$ cat config.mk
export PLATFORM = sky130hd
export DESIGN_NAME = bin_to_bcd_seq
export DESIGN_NICKNAME = d
export VERILOG_FILES = /design/src/rtl/bin_to_bcd_seq.sv
export SDC_FILE = /design/constraint.sdc
export NUM_CORES = 1
export LEC_CHECK = 0
export ABC_AREA = 1
export CORE_ASPECT_RATIO = 0.5
export CORE_MARGIN = 1.5
export CORE_UTILIZATION = 52
export DETAILED_ROUTE_END_ITERATION = 10
export DONT_BUFFER_PORTS = 1
export PLACE_DENSITY = 0.67
export SYNTH_ARGS = -nofsm -noshare
export SYNTH_HDL_FRONTEND = slang
export SYNTH_SLANG_ARGS = --single-unit
export TNS_END_PERCENT = 1
$ cat constraint.sdc
create_clock -name clk -period 2.4 [get_ports clk]
set_input_delay 0.48 -clock clk [delete_from_list [all_inputs] [get_ports clk]]
set_output_delay 0.48 -clock clk [all_outputs]
set_load 0.02 [all_outputs]
$ cat src/rtl/bin_to_bcd_seq.sv
// Multi-cycle binary-to-BCD converter (shift-add-3), one bit per cycle.
// Valid/ready on both sides; result registers hold until the next completion.
module bin_to_bcd_seq #(
  parameter int WIDTH  = 16,
  parameter int DIGITS = 5
) (
  input  logic                  clk,
  input  logic                  rst,
  input  logic                  in_val,
  output logic                  in_rdy,
  input  logic [WIDTH-1:0]      in_bin,
  output logic                  out_val,
  input  logic                  out_rdy,
  output logic [4*DIGITS-1:0]   out_bcd,
  output logic                  overflow
);

  localparam int BW = 4 * DIGITS;
  localparam int CW = (WIDTH > 1) ? $clog2(WIDTH) : 1;

  typedef enum logic [1:0] {
    IDLE,
    SHIFT,
    DONE
  } state_e;

  state_e          state_q, state_d;
  logic [WIDTH-1:0] bin_q, bin_d;
  logic [BW-1:0]   bcd_q, bcd_d;
  logic [BW-1:0]   res_q, res_d;
  logic [BW-1:0]   adj;
  logic [CW-1:0]   cnt_q, cnt_d;
  logic            ovf_q, ovf_d;
  logic            ovfo_q, ovfo_d;
  logic            last;

  always_comb begin
    adj = bcd_q;
    for (int k = 0; k < DIGITS; k++) begin
      if (bcd_q[4*k+:4] >= 4'd5) begin
        adj[4*k+:4] = bcd_q[4*k+:4] + 4'd3;
      end
    end
  end

  assign last = (cnt_q == CW'(WIDTH - 1));

  always_comb begin
    state_d = state_q;
    bin_d   = bin_q;
    bcd_d   = bcd_q;
    res_d   = res_q;
    cnt_d   = cnt_q;
    ovf_d   = ovf_q;
    ovfo_d  = ovfo_q;
    in_rdy  = 1'b0;
    out_val = 1'b0;
    unique case (state_q)
      IDLE: begin
        in_rdy = 1'b1;
        if (in_val) begin
          bin_d   = in_bin;
          bcd_d   = '0;
          cnt_d   = '0;
          ovf_d   = 1'b0;
          state_d = SHIFT;
        end
      end
      SHIFT: begin
        // the bit pushed out of the top digit means the value is too large
        bcd_d = {adj[BW-2:0], bin_q[WIDTH-1]};
        bin_d = bin_q << 1;
        ovf_d = ovf_q | adj[BW-1];
        cnt_d = cnt_q + CW'(1);
        if (last) begin
          res_d   = bcd_d;
          ovfo_d  = ovf_d;
          state_d = DONE;
        end
      end
      DONE: begin
        out_val = 1'b1;
        if (out_rdy) begin
          state_d = IDLE;
        end
      end
      default: state_d = IDLE;
    endcase
  end

  always_ff @(posedge clk or posedge rst) begin
    if (rst) begin
      state_q <= IDLE;
      bin_q   <= '0;
      bcd_q   <= '0;
      res_q   <= '0;
      cnt_q   <= '0;
      ovf_q   <= 1'b0;
      ovfo_q  <= 1'b0;
    end else begin
      state_q <= state_d;
      bin_q   <= bin_d;
      bcd_q   <= bcd_d;
      res_q   <= res_d;
      cnt_q   <= cnt_d;
      ovf_q   <= ovf_d;
      ovfo_q  <= ovfo_d;
    end
  end

  assign out_bcd  = res_q;
  assign overflow = ovfo_q;

endmodule
* Word level (Yosys, flattened, before mapping)
Index checks and enable logic that the tools add are counted.
W data, S select, Z words.
** Word-level totals
- Word-level logic and storage cells :: 49
- Output and inout port bits :: 23
- Register bits after elaboration :: 64
- Bits of input ports :: 20
** Operators by class
- Reduce and logical (&&, ||, !) cells :: 5
- Multiplexer cells :: 19
- Add/sub/neg operators :: 6
- Equality and inequality tests :: 6
- Bitwise logic cells :: 1
- Magnitude comparators :: 5
** Operators with widths (count)
- $pmux W20 S2 :: 1
- $pmux W16 S2 :: 1
- $mux W4 :: 6
- $add A4 B2 Y4 const B :: 5
- $ge A4 B3 Y1 const B :: 5
- $mux W20 :: 1
- $mux W16 :: 1
- $pmux W4 S2 :: 1
- $mux W2 :: 3
- $ne A2 B2 Y1 const B :: 3
- $pmux W2 S3 :: 1
- $add A4 B1 Y4 const B :: 1
- $eq A4 B4 Y1 const B :: 1
- $reduce_and A2 Y1 :: 2
- $mux W1 :: 3
- $reduce_and A3 Y1 :: 1
- $eq A2 B1 Y1 const B :: 1
- $eq A2 B2 Y1 const B :: 1
- $logic_not A2 Y1 :: 1
- $pmux W1 S2 :: 1
- $reduce_bool A2 Y1 :: 1
- $or A1 B1 Y1 :: 1

* Depth between registers and ports, before layout
- Depth after elaboration :: 4
- Depth in mapped cells :: 10

* Least setup slack after synthesis
OpenSTA, ideal clock, no wires.
- Path type :: flip-flop to flip-flop
- Start point :: reg bcd_q[0]
- End point :: reg res_q[1] (netlist: out_bcd[1])
- Stages on the path, launching flop included :: 9
- Arrival :: 1.245 ns
- Required time :: 2.335 ns
- Buffers on the path :: 0
- Slack :: 1.090 ns
- Path through :: dfrtp_1 inv_1 ha_1 inv_1 o21ai_0 nand2_1 nand2_1 nand3_1 nand2_1
** Between the ends
- Word-level cells in the longest chain between the ends :: 2
- Elaborated cells between the ends (all ways) :: 3
- Those cells by class :: add/sub (1); order compare (1); mux (1)
** RTL lines
- start: declaration :: line 29 : logic [BW-1:0] bcd_q, bcd_d;
- start signal: assignment :: line 95 : bcd_q <= '0;
- start signal: assignment :: line 103 : bcd_q <= bcd_d;
- $add A4 B2 Y4 or $ge A4 B3 Y1 (tied branches) :: line 41, 40
- $mux W4 * :: line 40 : if (bcd_q[4*k+:4] >= 4'd5) begin
- end signal: assignment :: line 104 : res_q <= res_d;
- end: declaration :: line 30 : logic [BW-1:0] res_q, res_d;
Every way passes the cells marked *; elsewhere a longest branch is shown, timed or not.
A chain may end at the register's enable or synchronous reset.

* Worst setup path after layout
- Start point :: reg cnt_q[0]
- End point :: reg res_q[3] (netlist: out_bcd[3])
** Between the ends
- Word-level cells in the longest chain between the ends :: 2
** RTL lines
- start: declaration :: line 32 : logic [CW-1:0] cnt_q, cnt_d;
- start signal: assignment :: line 105 : cnt_q <= cnt_d;
- $eq A4 B4 Y1 :: line 46 : assign last = (cnt_q == CW'(WIDTH - 1));
- $reduce_and A2 Y1 (no line)
No other way between the ends.

==> results by stage <==
Drt:
- The pre-antenna-repair detailed-routing pass consisted of 4 iterations.
- After detailed routing, the number of remaining DRC violations is 0.
- The detailed-route vias per instance is approximately 5.3.
- The number of DRC violations after detailed-routing iteration 0 is approximately 110.
- The average routed wire per standard cell is roughly 14 um.
- The remaining antenna violation count after routing is 0.
- The routed layout has around 2400 vias.
- For this block, the routed nets add up to 6130 um of wire.

Power:
- The internal portion of the total power is 2.89 mW.
- The worst vdd rail ir drop is between 0.7 and 0.8 mV.
- The cell area power density is around 1400 mW/mm2.
- After layout, the design draws a total of between 4 and 5 mW.
- The clock network power share is 0.242.
- In this run the power spent charging and discharging nets is between 2 and 2.5 mW.
- The share of total power dissipated in sequential elements is 0.415.
- Summed over all cells, the static leakage comes to between 1.5 and 2 nW.
- The share of total power dissipated in combinational logic is 0.343.
- Of the total power, the share spent switching nets is 0.410.

Clocking:
- The CTS tree is done.
- The tree is rooted in a sky130_fd_sc_hd__clkbuf_16.
- The later pin in the worst-skew pair is clocked with a latency of ~0.32 ns.
- Clock-pin slew was measured on the worst setup and hold paths at ~0.050 ns.
- The number of buffers inserted for hold repair after clock tree synthesis is 0.
- The clock drives 64 sinks.
- The number of setup buffers added after CTS is 0.
- In this run the number of H-tree levels came out at 3.
- The clock buffer count from CTS is 9.
- Post-CTS repair changed the size of 0 cells.
- The clock passes through at most 2 buffers.

Setup path:
- The largest single stage delay on the critical path is 0.38 ns.
- The slowest stage of the critical path is the sky130_fd_sc_hd__dfrtp_1 cell.
- At the worst endpoint, the required time is 2.59 ns.
- The category of the worst setup path capture point is a flop.
- The family of cells with the greatest summed delay on the critical path is simple AND/OR/NAND/NOR gates.
- The worst setup path is launched from a flop.
- The path type of the worst setup path is reg -> reg.
- In this run the worst path has a maximum fanout of 28.
- Together, buffers and inverters on the worst path number 1.
- In this run the register-to-register setup slack is between 0.6 and 0.7 ns.
- The worst endpoint data arrival time is around 1.9 ns.
- Walking the worst path, the cells encountered are ha_1 -> nand3_1 -> nor2_4 -> inv_2 -> nand2_1 -> o21ai_0.

STA:
- The final count of hold timing violations came to 0.
- The final worst setup slack is around 0.66 ns.
- Derived from the worst setup path, the maximum achievable clock frequency is 575 MHz.
- The setup skew after layout is roughly 0.0045 ns.
- Setup repair after global routing left no endpoint under its margin.
- Setup violations remaining at the end of the flow were counted as 0.
- The max-slew headroom at the worst pin is 0.711.
- Dividing the final minimum period by the clock period gives 0.725.
- The number of pins with negative max-slew slack in the final report is 0.
- The post-layout minimum cycle time is 1.74 ns.
- For the pin with the worst max-slew slack, the measured transition is ~0.43 ns.
- The sum of negative setup slack is 0 ns.

Cells and area:
- Counting the fill cells in the layout gives 477.
- For this run, the post-layout net count is around 400.
- The area growth from synthesis to layout is 10.2%.
- Once layout is done, the placed cells without fillers occupy about 0.0034 mm2.
- In the final layout, the share of cells above drive strength 1 is 0.0615.
- The repair_antennas step left the layout with diodes totalling 0.

Global routing:
- The initial antenna violation count is 0.
- The maximum number of pins on one net before global-route repair is 65.
- The all-layer global routing usage is 0.219.
- The total overflow left after global routing is 0.
- The number of global-route vias before repair is around 2400.
- The wire length of the first global-routing pass is ~11000 um.

Synth:
- The biggest area contributor in the post-synthesis netlist is sky130_fd_sc_hd__dfrtp_1.
- In the synthesized netlist the dominant register cell turns out to be sky130_fd_sc_hd__dfrtp_1.
- The mean cell area of the mapped netlist is between 8 and 9 um2.
- The number of flops mapped to enable cells by yosys is 0.
- The number of warnings reported in the yosys synthesis log is 0.
- Of the synthesized area, sequential elements account for 0.522.
- The number of instances in the synthesized netlist is roughly 370.
- In the synthesized netlist the async set-or-reset flop fraction comes to 1.00.
- The register bit count reported by yosys is 64.
- The mapped cell area is approximately 0.0031 mm2.
- The share of the synthesized area in the top cell type is 0.522.
- The netlist uses 23 different library cells.
- Sorting the synthesized cells by area gives the leading types as sky130_fd_sc_hd__dfrtp_1, sky130_fd_sc_hd__nand2_1, sky130_fd_sc_hd__nand3_1.
- Synthesis produced a netlist with a net count of 400.

Job:
- Across the run, the number of max-cap violations was 0.

Die:
- The floorplan step defined a die boundary enclosing around 0.0064 mm2.
- In this run the count of I/O pins placed on the die edge is between 40 and 50.
- In this run the vertical extent of the chip is approximately 57 um.
- The number of cell rows is 19.
- For this configuration, the core starts out at a cell density of 0.549.
- The total core area is 0.00559 mm2.
- The die extent in x is 112 um.

Place:
- Summing all placed instances gives a cell area of 0.00311 mm2.
- The number of I/O port buffers is 0.
- Detailed placement ended at an HPWL of around 4000 um.
- The routability congestion estimate is about 0.85.
- Before CTS, the worst setup slack after placement is 0.660 ns.

Min path:
- The type of the most critical hold path is in -> async.

Status:
- The run finished with clean final reports.
## logic make-up after synthesis
| logic type | Yosys count | share of synthesized area |
|---|---|---|
| adder cells (fa/ha/maj) | 11 | 0.0449 |
| flip-flops | 64 | 0.522 |
| AO/OA/AOI/OAI | 43 | 0.0812 |
| XOR/XNOR | 1 | 0.00286 |
| AND/OR/NAND/NOR | 209 | 0.286 |
| buffers and inverters | 41 | 0.0632 |
## cell type report
| type | instances | area, um2 | area share |
|---|---|---|---|
| Tap cell | 73 | 91.3 | 0.0270 |
| Sequential cell | 64 | 1600 | 0.474 |
| Multi-Input combinational cell | 264 | 1270 | 0.376 |
| Clock buffer | 14 | 274 | 0.0810 |
| Inverter | 30 | 115 | 0.0340 |
| Timing Repair Buffer | 2 | 27.5 | 0.00814 |
## placed cells by master, fill, tap and decap left out
master                      instances
sky130_fd_sc_hd__clkbuf_1           2
sky130_fd_sc_hd__buf_12             1
sky130_fd_sc_hd__buf_4              1
sky130_fd_sc_hd__nand2_2            1
sky130_fd_sc_hd__a21oi_1            5
sky130_fd_sc_hd__nand3_1           54
sky130_fd_sc_hd__clkbuf_16          9
sky130_fd_sc_hd__nor2_4             2
sky130_fd_sc_hd__o31ai_1            1
sky130_fd_sc_hd__ha_1              11
sky130_fd_sc_hd__nand2_1          144
sky130_fd_sc_hd__inv_4              1
sky130_fd_sc_hd__o211ai_1           5
sky130_fd_sc_hd__inv_2              4
sky130_fd_sc_hd__inv_1             25
sky130_fd_sc_hd__dfrtp_1           64
sky130_fd_sc_hd__nor2_1             7
sky130_fd_sc_hd__o221ai_1           1
sky130_fd_sc_hd__o21ai_0           22
sky130_fd_sc_hd__a22o_1             2
sky130_fd_sc_hd__clkbuf_8           3
sky130_fd_sc_hd__nand2_4            1
sky130_fd_sc_hd__o21ai_1            1
sky130_fd_sc_hd__o22ai_1            6
sky130_fd_sc_hd__xor2_1             1
## worst paths after layout
path | from | endpoint | cells after the start
hold / removal | rst | bin_q[10] | 2
setup reg to reg | cnt_q[0] | out_bcd[3] | 6
setup / recovery | cnt_q[0] | out_bcd[3] | 6
min in group clk | out_rdy | state_q[1] | 1
hold reg to reg | bin_q[10] | bin_q[11] | 2
max in group asynchronous | rst | bcd_q[8] | 2
## metrics by stage
step | hold slack, ns | std cells | util
finish | 0.0949 | 447 | 0.605
CTS | 0.110 | 447 | 0.605
floorplan | 0.465 | 369 | -
global route | 0.136 | 447 | 0.605
detailed placement | 0.462 | 433 | 0.556
global placement | 0.457 | 433 | 0.556
## registers in the layout (all words and copies together), names as in the netlist
| name | count |
|---|---|
| bcd_q | 20 |
| out_bcd | 20 |
| bin_q | 16 |
| cnt_q | 4 |
| state_q | 2 |
| overflow | 1 |
| ovf_q | 1 |
## worst register-to-register path, delay by kind of cell (launching register included)
kind            cells  cell delay [ns]
simple gates        3             0.64
flops               1             0.38
buf+inv             1             0.30
fa+ha+maj           1             0.19
compound gates      1             0.08
## power groups by stage
stage	Sequential (mW)	Clock, mW	Combinational (mW)
after floorplan	1.95	0	1.38
after global placement	2.02	0	1.57
after detailed placement	2.04	0	1.67
after CTS	2.03	1.21	1.68
after global routing	2.09	1.26	1.97
final	2.03	1.18	1.68
## cells in the mapped netlist, types with 2 or more instances
master / count
sky130_fd_sc_hd__nand2_1: 144
sky130_fd_sc_hd__dfrtp_1: 64
sky130_fd_sc_hd__nand3_1: 54
sky130_fd_sc_hd__inv_1: 26
sky130_fd_sc_hd__o21ai_0: 22
sky130_fd_sc_hd__ha_1: 11
sky130_fd_sc_hd__nor2_1: 7
sky130_fd_sc_hd__buf_2: 6
sky130_fd_sc_hd__o22ai_1: 6
sky130_fd_sc_hd__a21oi_1: 5
sky130_fd_sc_hd__o211ai_1: 5
sky130_fd_sc_hd__buf_6: 3
sky130_fd_sc_hd__inv_2: 3
sky130_fd_sc_hd__a22o_1: 2
sky130_fd_sc_hd__buf_4: 2
sky130_fd_sc_hd__nor2_4: 2
## per-layer routing
layer | share of wire | GRT usage
met1 | 0.48 | 0.272
met2 | 0.46 | 0.353
met3 | 0.051 | 0.0786
met4 | 0.0093 | 0.0940
met5 | 0 | 0
Note: power is estimated with default switching activity, not from simulation.
